==> config.mk <==
export PLATFORM = sky130hd
export DESIGN_NAME = fetch_unit
export DESIGN_NICKNAME = d
export VERILOG_FILES = /design/src/rtl/fetch_unit_pkg.sv /design/src/rtl/fetch_unit_if_id_reg.sv /design/src/rtl/fetch_unit.sv
export SDC_FILE = /design/constraint.sdc
export NUM_CORES = 1
export LEC_CHECK = 0
export BUFFER_PORTS_ARGS = -buffer_cell sky130_fd_sc_hd__buf_2
export CORE_MARGIN = 2
export CORE_UTILIZATION = 45
export DETAILED_ROUTE_END_ITERATION = 8
export PLACE_DENSITY = 0.84
export SYNTH_ARGS = -nofsm -noshare
export SYNTH_HDL_FRONTEND = slang
export SYNTH_SLANG_ARGS = --single-unit
==> constraint.sdc <==
create_clock -name clk -period 2.5 [get_ports clk]
set_input_delay 0.125 -clock clk [delete_from_list [all_inputs] [get_ports clk]]
set_output_delay 0.125 -clock clk [all_outputs]
set_load 0.05 [all_outputs]
==> src/rtl/fetch_unit_pkg.sv <==
// Shared constants and IF/ID payload type for the P7 instruction-fetch stage.
package fetch_unit_pkg;

    localparam logic [31:0] PC_RESET_DEF   = 32'h0000_3000;
    localparam logic [31:0] EXC_VECTOR_DEF = 32'h0000_4180;
    localparam logic [31:0] IM_BASE_DEF    = 32'h0000_3000;
    localparam int unsigned IM_AW_DEF      = 12;

    localparam logic [4:0]  EXC_ADEL = 5'd4;
    localparam logic [31:0] NOP      = 32'h0000_0000;

    typedef struct packed {
        logic [31:0] instr;
        logic [31:0] pc;
        logic        valid;
        logic        bd;
        logic        adel;
    } if_id_t;

endpackage

==> src/rtl/fetch_unit_if_id_reg.sv <==
// IF/ID pipeline register: flush beats stall, stall holds every field.
module fetch_unit_if_id_reg
    import fetch_unit_pkg::*;
(
    input  logic        clk,
    input  logic        rst_n,
    input  logic        i_flush,
    input  logic        i_stall,
    input  logic [31:0] i_flush_pc,
    input  if_id_t      i_d,
    output if_id_t      o_q
);

    always_ff @(posedge clk or negedge rst_n) begin
        if (!rst_n) begin
            o_q <= '0;
        end else if (i_flush) begin
            o_q.instr <= NOP;
            o_q.pc    <= i_flush_pc;
            o_q.valid <= 1'b0;
            o_q.bd    <= 1'b0;
            o_q.adel  <= 1'b0;
        end else if (!i_stall) begin
            o_q <= i_d;
        end
    end

endmodule

==> src/rtl/fetch_unit.sv <==
// Instruction-fetch stage: PC register, next-PC selection, IM addressing and IF/ID.
module fetch_unit
    import fetch_unit_pkg::*;
#(
    parameter logic [31:0] PC_RESET   = PC_RESET_DEF,
    parameter logic [31:0] EXC_VECTOR = EXC_VECTOR_DEF,
    parameter logic [31:0] IM_BASE    = IM_BASE_DEF,
    parameter int unsigned IM_AW      = IM_AW_DEF
) (
    input  logic        clk,
    input  logic        reset,
    input  logic        stall,
    input  logic        redirect_valid,
    input  logic [31:0] redirect_target,
    input  logic        exc_req,
    input  logic        eret_req,
    input  logic [31:0] epc,
    output logic [31:0] im_addr,
    input  logic [31:0] im_instr,
    output logic [31:0] if_pc,
    output logic [31:0] id_instr,
    output logic [31:0] id_pc,
    output logic        id_valid,
    output logic        id_bd,
    output logic        id_adel
);

    logic [31:0] r_pc;
    logic [31:0] w_pc_next;
    logic [31:0] w_offset;
    logic        w_addr_err;
    logic        w_flush;
    if_id_t      w_if_d;
    if_id_t      w_if_q;

    // Misaligned or outside the instruction memory window.
    assign w_offset   = r_pc - IM_BASE;
    assign w_addr_err = (r_pc[1:0] != 2'b00) || (r_pc < IM_BASE) ||
                        ((w_offset >> (IM_AW + 2)) != 32'd0);

    assign im_addr = w_addr_err ? 32'd0 : (w_offset >> 2);
    assign if_pc   = r_pc;

    always_comb begin
        w_pc_next = r_pc + 32'd4;
        if (exc_req) begin
            w_pc_next = EXC_VECTOR;
        end else if (eret_req) begin
            w_pc_next = epc;
        end else if (stall) begin
            w_pc_next = r_pc;
        end else if (redirect_valid) begin
            w_pc_next = redirect_target;
        end
    end

    always_ff @(posedge clk or negedge reset) begin
        if (!reset) begin
            r_pc <= PC_RESET;
        end else begin
            r_pc <= w_pc_next;
        end
    end

    // The instruction fetched alongside an accepted redirect is the delay slot.
    assign w_flush      = exc_req | eret_req;
    assign w_if_d.instr = w_addr_err ? NOP : im_instr;
    assign w_if_d.pc    = r_pc;
    assign w_if_d.valid = 1'b1;
    assign w_if_d.bd    = redirect_valid;
    assign w_if_d.adel  = w_addr_err;

    fetch_unit_if_id_reg u_if_id_reg (
        .clk        (clk),
        .rst_n      (reset),
        .i_flush    (w_flush),
        .i_stall    (stall),
        .i_flush_pc (r_pc),
        .i_d        (w_if_d),
        .o_q        (w_if_q)
    );

    assign id_instr = w_if_q.instr;
    assign id_pc    = w_if_q.pc;
    assign id_valid = w_if_q.valid;
    assign id_bd    = w_if_q.bd;
    assign id_adel  = w_if_q.adel;

endmodule
Word-level counts from Yosys, hierarchy flattened:

Cells that the tools add are included.

* add/subtract/negate cells: 2
* order comparisons: 1
* equality and inequality tests: 2
* muxes and demuxes: 8
* bitwise operators: 1
* reduce and logical (&&, ||, !) cells: 4

Operator list (count)
* $mux 32: 5
* $mux 67: 2
* $add 32x3->32 const B: 1
* $lt 32x14->1 const B: 1
* $reduce_bool 32->1: 1
* $sub 32x14->32 const B: 1
* $mux 30: 1
* $ne 3x1->1 const B: 1
* $logic_or 1x1->1: 2
* $ne 2x1->1 const B: 1
* $reduce_bool 2->1: 1
* $or 1x1->1: 1

* register bits after elaboration: 99
* input bits: 102
* output and inout bits: 131

Logic depth before layout (Yosys ltp):

Gate-level depths: netlist (run 1).

* depth in word-level cells: 6
* mapped depth: 9
* gate-level depth less buffers: 7

Modules after synthesis:

A second synthesis (run 1) with hierarchy kept.

* cells, all modules: 764
* area, all modules: 6875.3 um2

By module, submodules not included
* fetch_unit: times used 1, cells an instance 512, area each 3946.3 um2, sequential area each 803.3 um2
* fetch_unit_if_id_reg: times used 1, cells an instance 252, area each 2929.1 um2, sequential area each 1676.6 um2

Worst setup path before layout (run 1):

OpenSTA, ideal clock, no wires.

* path kind: register -> output
* from: register r_pc[23] (netlist: if_pc[23])
* to: output im_addr[10]
* arrival time: 2763 ps
* setup slack: -388 ps
* stages on the path, launching flop included: 8
* buffers on the path: 1
* cell sequence: dfrtp_1 -> buf_6 -> nor4_2 -> nand4_2 -> o21a_1 -> nor4_2 -> and4_1 -> nor2b_1

* longest elaborated chain between the ends: 4
* elaborated cells between the ends (all ways): 6

RTL lines
* from (decl): RTL line fetch_unit.sv:28 `logic [31:0] r_pc;`
* from (signal assigned): RTL line fetch_unit.sv:61 `r_pc <= w_pc_next;`
* $sub 32x14->32 / $lt 32x14->1 (equally long branches): RTL line fetch_unit.sv:37, fetch_unit.sv:38
* $reduce_bool 32->1 / $logic_or 1x1->1 (equally long branches): RTL line fetch_unit.sv:39, fetch_unit.sv:38
* $logic_or 1x1->1 *: RTL line fetch_unit.sv:38 `assign w_addr_err = (r_pc[1:0] != 2'b00) || (r_pc < IM_BASE) ||`
* $mux 30 *: RTL line fetch_unit.sv:41 `assign im_addr = w_addr_err ? 32'd0 : (w_offset >> 2);`
* to (decl): RTL line fetch_unit.sv:18 `output logic [31:0] im_addr,`

Mark *: on every way between the ends. The rest lies on a longest branch, timed or not.

Worst setup path in the final report (run 1):

* from: register r_pc[12] (netlist: if_pc[12])
* to: output im_addr[9]

Same word-level chain as after synthesis.

==> impl_metrics.csv, run 1 <==
group,metric,value,unit
status,run_status,"complete, but fails checks",
status,violations,"setup timing",
placed_design,io_buffers,212,
final_layout,layout_common_cells,"buf_2 (199), nand2_1 (123), dfrtp_1 (87), buf_4 (64), nor2_1 (44)",
floorplan,die_y,118,um
critical_path,cp_slowest_stage_delay,0.41,ns
global_route,grt_pass1_wl,31800,um
cts,cts.root.buffer_cell,"clkbuf_16",
synth,syn_inst,704,
critical_path,crit_fanout,11,
synth,yosys_most_used_dff,"dfrtp_1",
critical_path,slowest_stage,"a2111oi_4",
timing,slew_headroom,29.6,%
global_route,grt_pass1_vias,6305,
critical_path,cp-startpoint,"if_pc[12]",
flow_run,max_cap_viol_count,0,
global_route,grt_max_degree,67,
hold_path,min_path_type,"in -> reg",
timing,worstMarginPinSlew,1.05,ns
final_layout,area_growth,35.6,%
critical_path,path_cells,"a2111oi_4 -> nand2_1 -> o21a_1 -> nor4_4 -> and4_4 -> buf_12 -> and2_2 -> buf_6",
global_route,grt_usage,28.4,%
critical_path,r2r_setup_slack,0.07,ns
cts,cts_tree,"done",
timing,period_minus_slack,2.69,ns
critical_path,reg2reg_depth,7,
timing,fin_skew,0.00822,ns
route,drc,0,
timing,min_period_over_period,108,%
placed_design,dp_hpwl,14400,um
floorplan,dieWidth,118,um
pwr,p_per_area,596,nW/um^2
critical_path,worstSetupPathType,"reg -> out",
floorplan,die-area,14000,sq um
critical_path,r2r_end,"if_pc[19]",
critical_path,cp_num_buf_inv,2,
timing,grt_setup_unrepaired,"true",
final_layout,drive_gt1_share,40.2,%
route,wirelength,20300,um
critical_path,endpoint,"im_addr[9]",
timing,hold_violations,0,
critical_path,cp_num_cells,8,
synth,synth-async-reset-ratio,100,%
timing,setup_slack,-0.194,ns
global_route,antenna_found_initial,0,
route,num_vias,6480,
route,firstDrtPassIters,5,
synth,ys_ff_latch,99,
route,wire_per_inst,18.3,um
critical_path,start_kind,"register",
critical_path,end_kind,"output port",
cts,insertion_delay,0.36,ns
placed_design,place.gp.congestion,0.982,
synth,synth_cell_types,67,
final_layout,fin_util,63.0,%
synth,yosys.area.top_type,"dfrtp_1",
cts,clkTransAtPathRegs,0.07,ns
floorplan,ios,233,
placed_design,pre_cts_ws,-0.0352,ns
synth,synth_top_cell_area_share,41.3,%
cts,htree_levels,3,
synth,synth.avg_cell_area,8.36,sq um
synth,yosysSeqAreaShare,42.1,%
global_route,grt_remaining_overflow,0,
timing,fin_tns_setup,-2.13,ns
synth,synthTopCellsByArea,"dfrtp_1 (41%), nand2_1 (7.8%), o21ai_2 (4.5%)",
route,ant_nets,0,
synth,synth_edf_count,0,
route,drt_iter0_drc,573,
floorplan,rows,41,
cts,clock-sinks,99,
final_layout,final_common_cell,"buf_2",
synth,ys.warnings.count,0,
cts,clk_path_buf_depth,2,
final_layout,n_antenna_cell,0,
synth,synth_area,5880,sq um
timing,clock.fmax,0.371,GHz
pwr,leakage,3.89,nW
cts,cts-buffers-inserted,9,
timing,report.final.slew_viol_count,0,
route,viasPerCell,5.85,
critical_path,required,2.38,ns
critical_path,cp_top_family,"simple AND/OR/NAND/NOR gates",
floorplan,coreArea,12700,sq um
critical_path,worstPathArrival,2.57,ns
timing,setup_viol,12,
critical_path,reg2reg_from,"if_pc[12]",
floorplan,initial_core_util,46.4,%
final_layout,nNetsFinal,1034,
pwr,irDropWorstVdd,355,uV
-- where the power goes --
group / internal [mW] / switching, mW
clock: 1.01 / 0.630
sequential: 1.70 / 0.0929
combinational: 0.390 / 0.938
-- cell families after synthesis --
group / count (synthesis) / synth area share (%)
xor+xnor: 2 / 0.298
other cells: 1 / 0.0637
fa+ha+maj: 2 / 0.425
simple gates: 322 / 27.0
mux: 5 / 0.872
flops: 99 / 42.1
compound gates: 177 / 21.1
buf+inv: 96 / 8.10
-- cell type report --
cell class                 instances  area (sq um)
tap                              172           215
timing repair buffer             280          1730
inverter                          12          45.0
sequential                        99          2490
clock buffer                      10           239
multi-input combinational        528          3140
clock inverter                     6           113
fill                            1104          4690
-- worst reg2reg max path, cell delays in order (launching register included) --
cell	delay (ns)
dfstp_2	0.59
buf_4	0.20
nand3_1	0.12
or4_1	0.47
buf_4	0.19
nor3_1	0.20
o21ai_0	0.12
a221o_1	0.40
-- sequential cells by signal (all words and copies together) (netlist names) --
name             cells
u_if_id_reg.o_q     67
if_pc               32
-- what timing repair did --
item	CTS	global route
hold endpoints to repair	46	0
pin swaps	5	5
buffers inserted	5	2
hold buffers	2	0
endpoints found under the setup margin	13	16
gates resized for setup	28	23
-- metrics by stage --
step | hold slack, ns | cell area (sq um) | total power [mW] | instances
6_report | 0.00887 | 7980 | 4.76 | 1107
5_1_grt | 0.0104 | 7980 | 4.93 | 1107
4_1_cts | 0.00397 | 7880 | 4.74 | 1105
3_5_place_dp | 0.188 | 7350 | 3.08 | 1082
3_3_place_gp | 0.185 | 7350 | 3.07 | 1082
2_1_floorplan | -0.171 | 6000 | 2.66 | 723
-- per-layer routing --
| metal | share of wire (%) | global-route usage (%) | wire length (um) |
|---|---|---|---|
| met2 | 48 | 46.4 | 9830 |
| met5 | 0 | 0 | 0 |
| met3 | 9.4 | 6.85 | 1910 |
| met4 | 3.3 | 13.0 | 669 |
| met1 | 39 | 35.6 | 7890 |
-- how the worst min path moves through the flow --
stage,startpoint,to,cells past startpoint
2_1_floorplan,reset,if_pc[0],0
3_5_place_dp,reset,if_pc[0],1
4_1_cts,epc[1],if_pc[1],3
5_1_grt,epc[1],if_pc[1],3
6_report,epc[1],if_pc[1],3
3_3_place_gp,reset,u_if_id_reg.o_q[7],1
-- cells in the mapped netlist, types with 3 or more instances --
library cell	n
a22oi_1	3
nand3_1	42
o21ai_2	30
a22o_1	3
or4_1	3
dfrtp_1	97
nand2_1	123
buf_2	9
a221oi_1	7
nor4_1	7
buf_6	4
clkbuf_1	47
inv_1	11
o311a_1	4
buf_1	4
o211a_1	3
buf_4	20
o31ai_1	4
o21a_1	3
a21oi_1	38
nand2b_1	9
nor3_1	16
and3_1	3
nor2b_1	3
and2_1	13
a211oi_1	7
nand3_2	3
o221ai_1	5
o21ai_0	37
nand4_1	38
a221o_1	5
nor2_1	45
o22ai_1	8
mux2i_1	4
(Power assumes the default switching activity.)
==> run 2: changes to the inputs <==
--- a/config.mk
+++ b/config.mk
@@ -9,7 +9,9 @@
 export CORE_MARGIN = 2
 export CORE_UTILIZATION = 45
 export DETAILED_ROUTE_END_ITERATION = 8
+export HOLD_SLACK_MARGIN = 0.03
 export PLACE_DENSITY = 0.84
+export SETUP_SLACK_MARGIN = 0.5
 export SYNTH_ARGS = -nofsm -noshare
 export SYNTH_HDL_FRONTEND = slang
 export SYNTH_SLANG_ARGS = --single-unit
==> run 2 against run 1 <==
Against the previous run:
- first-iteration DRC count is 19% higher
- sequential power hardly changed
- register-to-register slack worse by 0.33 ns
- clock-buffer cell count stayed put
- the flow still finishes with violations (setup timing)
- largest power group unchanged
- largest cell class unchanged
- clock skew is 0.00064 ns lower
- highest routed layer unchanged
- design area is 6.3% higher
- sequential share of layout area is 1.6 points lower
==> impl_metrics.csv, run 2 (same netlist as run 1, synthesis figures left out) <==
group,metric,value,unit
critical_path,cp_num_buf_inv,3,
timing,slew_headroom,58.0,%
timing,setup_viol,45,
pwr,p_per_area,536,nW/um^2
timing,worstMarginPinSlew,0.630,ns
route,wirelength,21300,um
route,drt_iter0_drc,683,
critical_path,worstSetupPathType,"reg -> out",
global_route,grt_pass1_vias,6281,
critical_path,r2r_end,"u_if_id_reg.o_q[0]",
critical_path,slowest_stage,"dfstp_4",
final_layout,layout_common_cells,"buf_2 (199), nand2_1 (122), dfrtp_1 (78), buf_4 (57), nor2_1 (43)",
timing,report.final.slew_viol_count,0,
route,firstDrtPassIters,5,
critical_path,cp_slowest_stage_delay,0.67,ns
critical_path,reg2reg_from,"if_pc[13]",
global_route,grt_remaining_overflow,0,
final_layout,final_common_cell,"buf_2",
final_layout,fin_util,66.9,%
floorplan,ios,233,
critical_path,end_kind,"output port",
final_layout,area_growth,44.2,%
route,drc,0,
floorplan,dieWidth,118,um
placed_design,place.gp.congestion,0.950,
route,viasPerCell,5.90,
floorplan,die_y,118,um
route,wire_per_inst,18.8,um
floorplan,die-area,14000,sq um
hold_path,hold_depth,3,
cts,cts_tree,"done",
floorplan,initial_core_util,46.4,%
timing,fin_skew,0.00758,ns
pwr,leakage,4.13,nW
timing,hold_violations,0,
final_layout,instances_no_fill,1133,
critical_path,cp_top_family,"flip-flops",
cts,insertion_delay,0.35,ns
route,num_vias,6681,
final_layout,top_register,"u_if_id_reg.o_q",
pwr,irDropWorstVdd,327,uV
timing,min_period_over_period,112,%
timing,worst_hold_slack,0.0333,ns
flow_run,max_cap_viol_count,0,
hold_path,hold_end,"u_if_id_reg.o_q[48]",
global_route,grt_usage,29.7,%
critical_path,r2r_setup_slack,-0.26,ns
placed_design,dp.cells,1084,
placed_design,dp_hpwl,15000,um
final_layout,drive_gt1_share,44.0,%
final_layout,largest_reg_flops,67,
final_layout,nNetsFinal,1060,
cts,clock-sinks,99,
global_route,grt_pass1_wl,33000,um
cts,clk_path_buf_depth,2,
status,violations,"setup timing",
hold_path,min_path_type,"in -> reg",
hold_path,min-delay-start,"im_instr[13]",
floorplan,rows,41,
final_layout,fillers,1043,
cts,htree_levels,3,
critical_path,crit_fanout,5,
status,run_status,"complete, but fails checks",
timing,period_minus_slack,2.79,ns
final_layout,n_antenna_cell,0,
cts,cts.root.buffer_cell,"clkbuf_16",
cts,clkTransAtPathRegs,0.07,ns
timing,clock.fmax,0.359,GHz
critical_path,reg2reg_depth,12,
final_layout,final_area,8480,sq um
global_route,antenna_found_initial,0,
timing,setup_slack,-0.289,ns
cts,cts-buffers-inserted,9,
global_route,grt_max_degree,67,
critical_path,start_kind,"register",
placed_design,placed_area,7510,sq um
route,ant_nets,0,
floorplan,coreArea,12700,sq um
critical_path,required,2.38,ns
timing,grt_setup_unrepaired,"true",
critical_path,path_cells,"ha_4 -> buf_4 -> nand2b_1 -> o32a_1 -> a211oi_1 -> and4_4 -> buf_6 -> and2_4 -> buf_8",
critical_path,worstPathArrival,2.66,ns
placed_design,io_buffers,212,
## run 2: cell types whose count changed in the layout (fill, tap and decap cells not counted), sizes merged
cell,previous run,this run
buf,278,288
bufinv,3,0
clkbuf,10,11
clkinvlp,0,1
dlygate4sd3,2,17
inv,11,13
## run 2: layout make-up
class | instances | area, sq um | area share [%]
clock buffers | 10 | 229 | 2.70
clock inverters | 6 | 47.5 | 0.560
inverters | 12 | 45.0 | 0.531
multi-input cells | 528 | 3370 | 39.7
flip-flops and latches | 99 | 2510 | 29.6
well taps | 172 | 215 | 2.54
repair buffers | 306 | 2070 | 24.4
## run 2: power breakdown
| part | internal (mW) | leakage [nW] | switching (mW) | total (mW) |
|---|---|---|---|---|
| Sequential | 1.70 | 1.28 | 0.112 | 1.82 |
| Clock | 0.685 | 0.133 | 0.654 | 1.34 |
| Combinational | 0.428 | 2.71 | 0.965 | 1.39 |
## run 2: through the flow
step / setup TNS, ns / worst slack, ns / power, mW
3_5_place_dp: 0 / 0.00584 / 3.11
4_1_cts: -7.74 / -0.224 / 4.50
6_report: -9.51 / -0.289 / 4.55
3_3_place_gp: 0 / 0.0546 / 3.09
5_1_grt: -15.02 / -0.391 / 4.73
2_1_floorplan: 0 / 0.0517 / 2.68
## run 2: repair_timing
action	CTS	global route
hold buffers	17	0
pin swaps	20	19
endpoints found under the hold margin	44	0
setup buffers	13	2
endpoints found under the setup margin	61	63
resized for setup	59	38
cloned	0	1
## run 2: how the worst max path moves through the flow
stage | cells after the start | slack [ns] | to | startpoint
floorplan | 8 | 0.05 | im_addr[1] | if_pc[12]
global placement | 8 | 0.05 | im_addr[0] | if_pc[13]
detailed placement | 8 | 0.006 | im_addr[0] | if_pc[12]
CTS | 8 | -0.22 | im_addr[0] | if_pc[13]
global route | 12 | -0.39 | u_if_id_reg.o_q[0] | if_pc[12]
finish | 9 | -0.29 | im_addr[2] | if_pc[13]
## run 2: routing by layer
metal	track usage, %	vias to the layer above	wire (um)
met2	47.4	426	10000
met1	38.7	3163	8230
met4	14.8	0	982
li1	-	3001	-
met5	0	-	0
met3	5.41	91	2070
## run 2: worst register-to-register path: stages (launching register included)
cell,delay (ns)
dfstp_4,0.50
ha_4,0.18
or3_4,0.36
o21a_1,0.18
nor4_2,0.33
buf_4,0.17
buf_6,0.08
buf_6,0.08
buf_6,0.08
buf_6,0.08
buf_6,0.09
nand4_4,0.16
o311a_1,0.35
==> run 3: changes to the inputs <==
==> constraint.sdc (replaced) <==
create_clock -name clk -period 2.9 [get_ports clk]
set_input_delay 0.145 -clock clk [delete_from_list [all_inputs] [get_ports clk]]
set_output_delay 0.145 -clock clk [all_outputs]
set_load 0.05 [all_outputs]
==> run 3 against run 2 <==
Against the previous run:
- the flow now finishes without violations
- cell count down 2.7%
- sequential cell count unchanged
- setup slack better by 0.33 ns
- die area unchanged
- worst hold slack better by 0.0045 ns
==> impl_metrics.csv, run 3 (same netlist as run 1, synthesis figures left out) <==
group,metric,value,unit
route,ant_nets,0,
final_layout,n_antenna_cell,0,
floorplan,die_y,118,um
route,drt_iter0_drc,719,
final_layout,drive_gt1_share,41.2,%
route,num_vias,6546,
final_layout,top_register,"u_if_id_reg.o_q",
pwr,leakage,3.93,nW
cts,clock-sinks,99,
critical_path,cp-startpoint,"if_pc[19]",
critical_path,reg2reg_from,"if_pc[12]",
status,run_status,"finished clean",
global_route,grt_usage,28.9,%
placed_design,io_buffers,212,
timing,setup_slack,0.0380,ns
flow_run,max_cap_viol_count,0,
cts,clk_path_buf_depth,2,
timing,clock.fmax,0.349,GHz
timing,report.final.slew_viol_count,0,
critical_path,worstPathArrival,2.72,ns
hold_path,hold_end,"u_if_id_reg.o_q[47]",
global_route,grt_pass1_vias,6118,
critical_path,r2r_setup_slack,0.27,ns
placed_design,place.gp.congestion,1.03,
global_route,antenna_found_initial,0,
critical_path,required,2.76,ns
cts,cts_tree,"done",
pwr,irDropWorstVdd,309,uV
pwr,finalPower,3.95,mW
cts,insertion_delay,0.35,ns
hold_path,hold_depth,3,
critical_path,worstSetupPathType,"reg -> out",
final_layout,nNetsFinal,1029,
hold_path,min-delay-start,"im_instr[12]",
floorplan,die-area,14000,sq um
critical_path,end_kind,"output port",
cts,clkTransAtPathRegs,0.07,ns
route,drc,0,
critical_path,reg2reg_depth,9,
timing,min_period_over_period,98.7,%
global_route,grt_max_degree,67,
timing,setup_viol,0,
route,firstDrtPassIters,6,
timing,worstMarginPinSlew,0.886,ns
cts,htree_levels,3,
floorplan,dieWidth,118,um
timing,hold_violations,0,
final_layout,final_common_cell,"buf_2",
floorplan,rows,41,
critical_path,crit_fanout,6,
global_route,grt_remaining_overflow,0,
floorplan,ios,233,
route,viasPerCell,5.94,
global_route,grt_pass1_wl,32200,um
cts,cts-buffers-inserted,9,
floorplan,initial_core_util,46.4,%
timing,period_minus_slack,2.86,ns
cts,cts.root.buffer_cell,"clkbuf_16",
final_layout,area_growth,36.5,%
timing,slew_headroom,40.6,%
critical_path,start_kind,"register",
hold_path,min_path_type,"in -> reg",
placed_design,dp_hpwl,14300,um
floorplan,coreArea,12700,sq um
placed_design,pre_cts_ws,0.265,ns
pwr,p_per_area,492,nW/um^2
final_layout,largest_reg_flops,67,
final_layout,layout_common_cells,"buf_2 (199), nand2_1 (122), dfrtp_1 (80), buf_4 (51)",
timing,fin_skew,0.00702,ns
route,wirelength,21200,um
route,wire_per_inst,19.2,um
timing,grt_setup_unrepaired,"true",
critical_path,r2r_end,"if_pc[28]",
run 3: cell types whose count changed in the layout (fill, tap and decap cells not counted), sizes merged:
cell and delta:
buf -20, clkbuf +2, bufinv +1, clkinvlp -1, dlygate4sd3 -11, inv -2
run 3: layout make-up:
| type | instances | area (sq um) |
|---|---|---|
| clock inverter | 4 | 48.8 |
| fill | 1113 | 4640 |
| clock buffer | 12 | 256 |
| multi-input combinational | 528 | 3220 |
| timing repair buffer | 275 | 1740 |
| sequential | 99 | 2510 |
| inverter | 12 | 45.0 |
| tap | 172 | 215 |
run 3: critical path, stage by stage (launching register included):
cell and delay (ns):
dfrtp_2 0.46, nor4_4 0.33, nand4_2 0.23, o21a_1 0.24
nor4_2 0.33, and4_4 0.32, buf_8 0.14, nor2b_4 0.16
buf_8 0.15
run 3: stage by stage:
step	utilization (%)	TNS [ns]	area, sq um	hold slack (ns)	instances
floorplan	-	0	6060	-0.151	723
global placement	56.3	0	7130	0.305	1054
detailed placement	56.3	0	7130	0.308	1054
CTS	60.8	0	7700	0.0343	1085
global route	63.4	-0.0650	8030	0.0314	1102
finish	63.4	0	8030	0.0377	1102
run 3: routing by layer:
layer / global-route usage, % / wire, um
met5: 0 / 0
met3: 6.32 / 2050
met1: 37.0 / 8120
met4: 15.9 / 948
met2: 45.6 / 10100
run 3: timing repair:
item | CTS | global route
hold buffers | 6 | 0
buffers inserted | 9 | 15
gates cloned | 0 | 2
hold endpoints to repair | 65 | 0
gates resized for setup | 34 | 48
pin swaps | 3 | 12
endpoints found under the setup margin | 45 | 53
run 3: worst max-delay path by stage:
| stage | end | slack, ns | cells past startpoint |
|---|---|---|---|
| final | im_addr[10] | 0.04 | 8 |
| after global routing | im_addr[10] | -0.03 | 10 |
| after CTS | im_addr[10] | 0.14 | 8 |
| after detailed placement | im_addr[10] | 0.27 | 8 |
| after global placement | im_addr[10] | 0.32 | 8 |
| after floorplan | im_addr[1] | 0.43 | 8 |
run 3: report_power, final:
group / leakage, nW / total, mW / internal, mW / switching (mW)
registers: 1.28 / 1.58 / 1.47 / 0.110
clock network: 0.153 / 1.24 / 0.715 / 0.521
logic: 2.49 / 1.14 / 0.338 / 0.797
total: 3.93 / 3.95 / 2.52 / 1.43
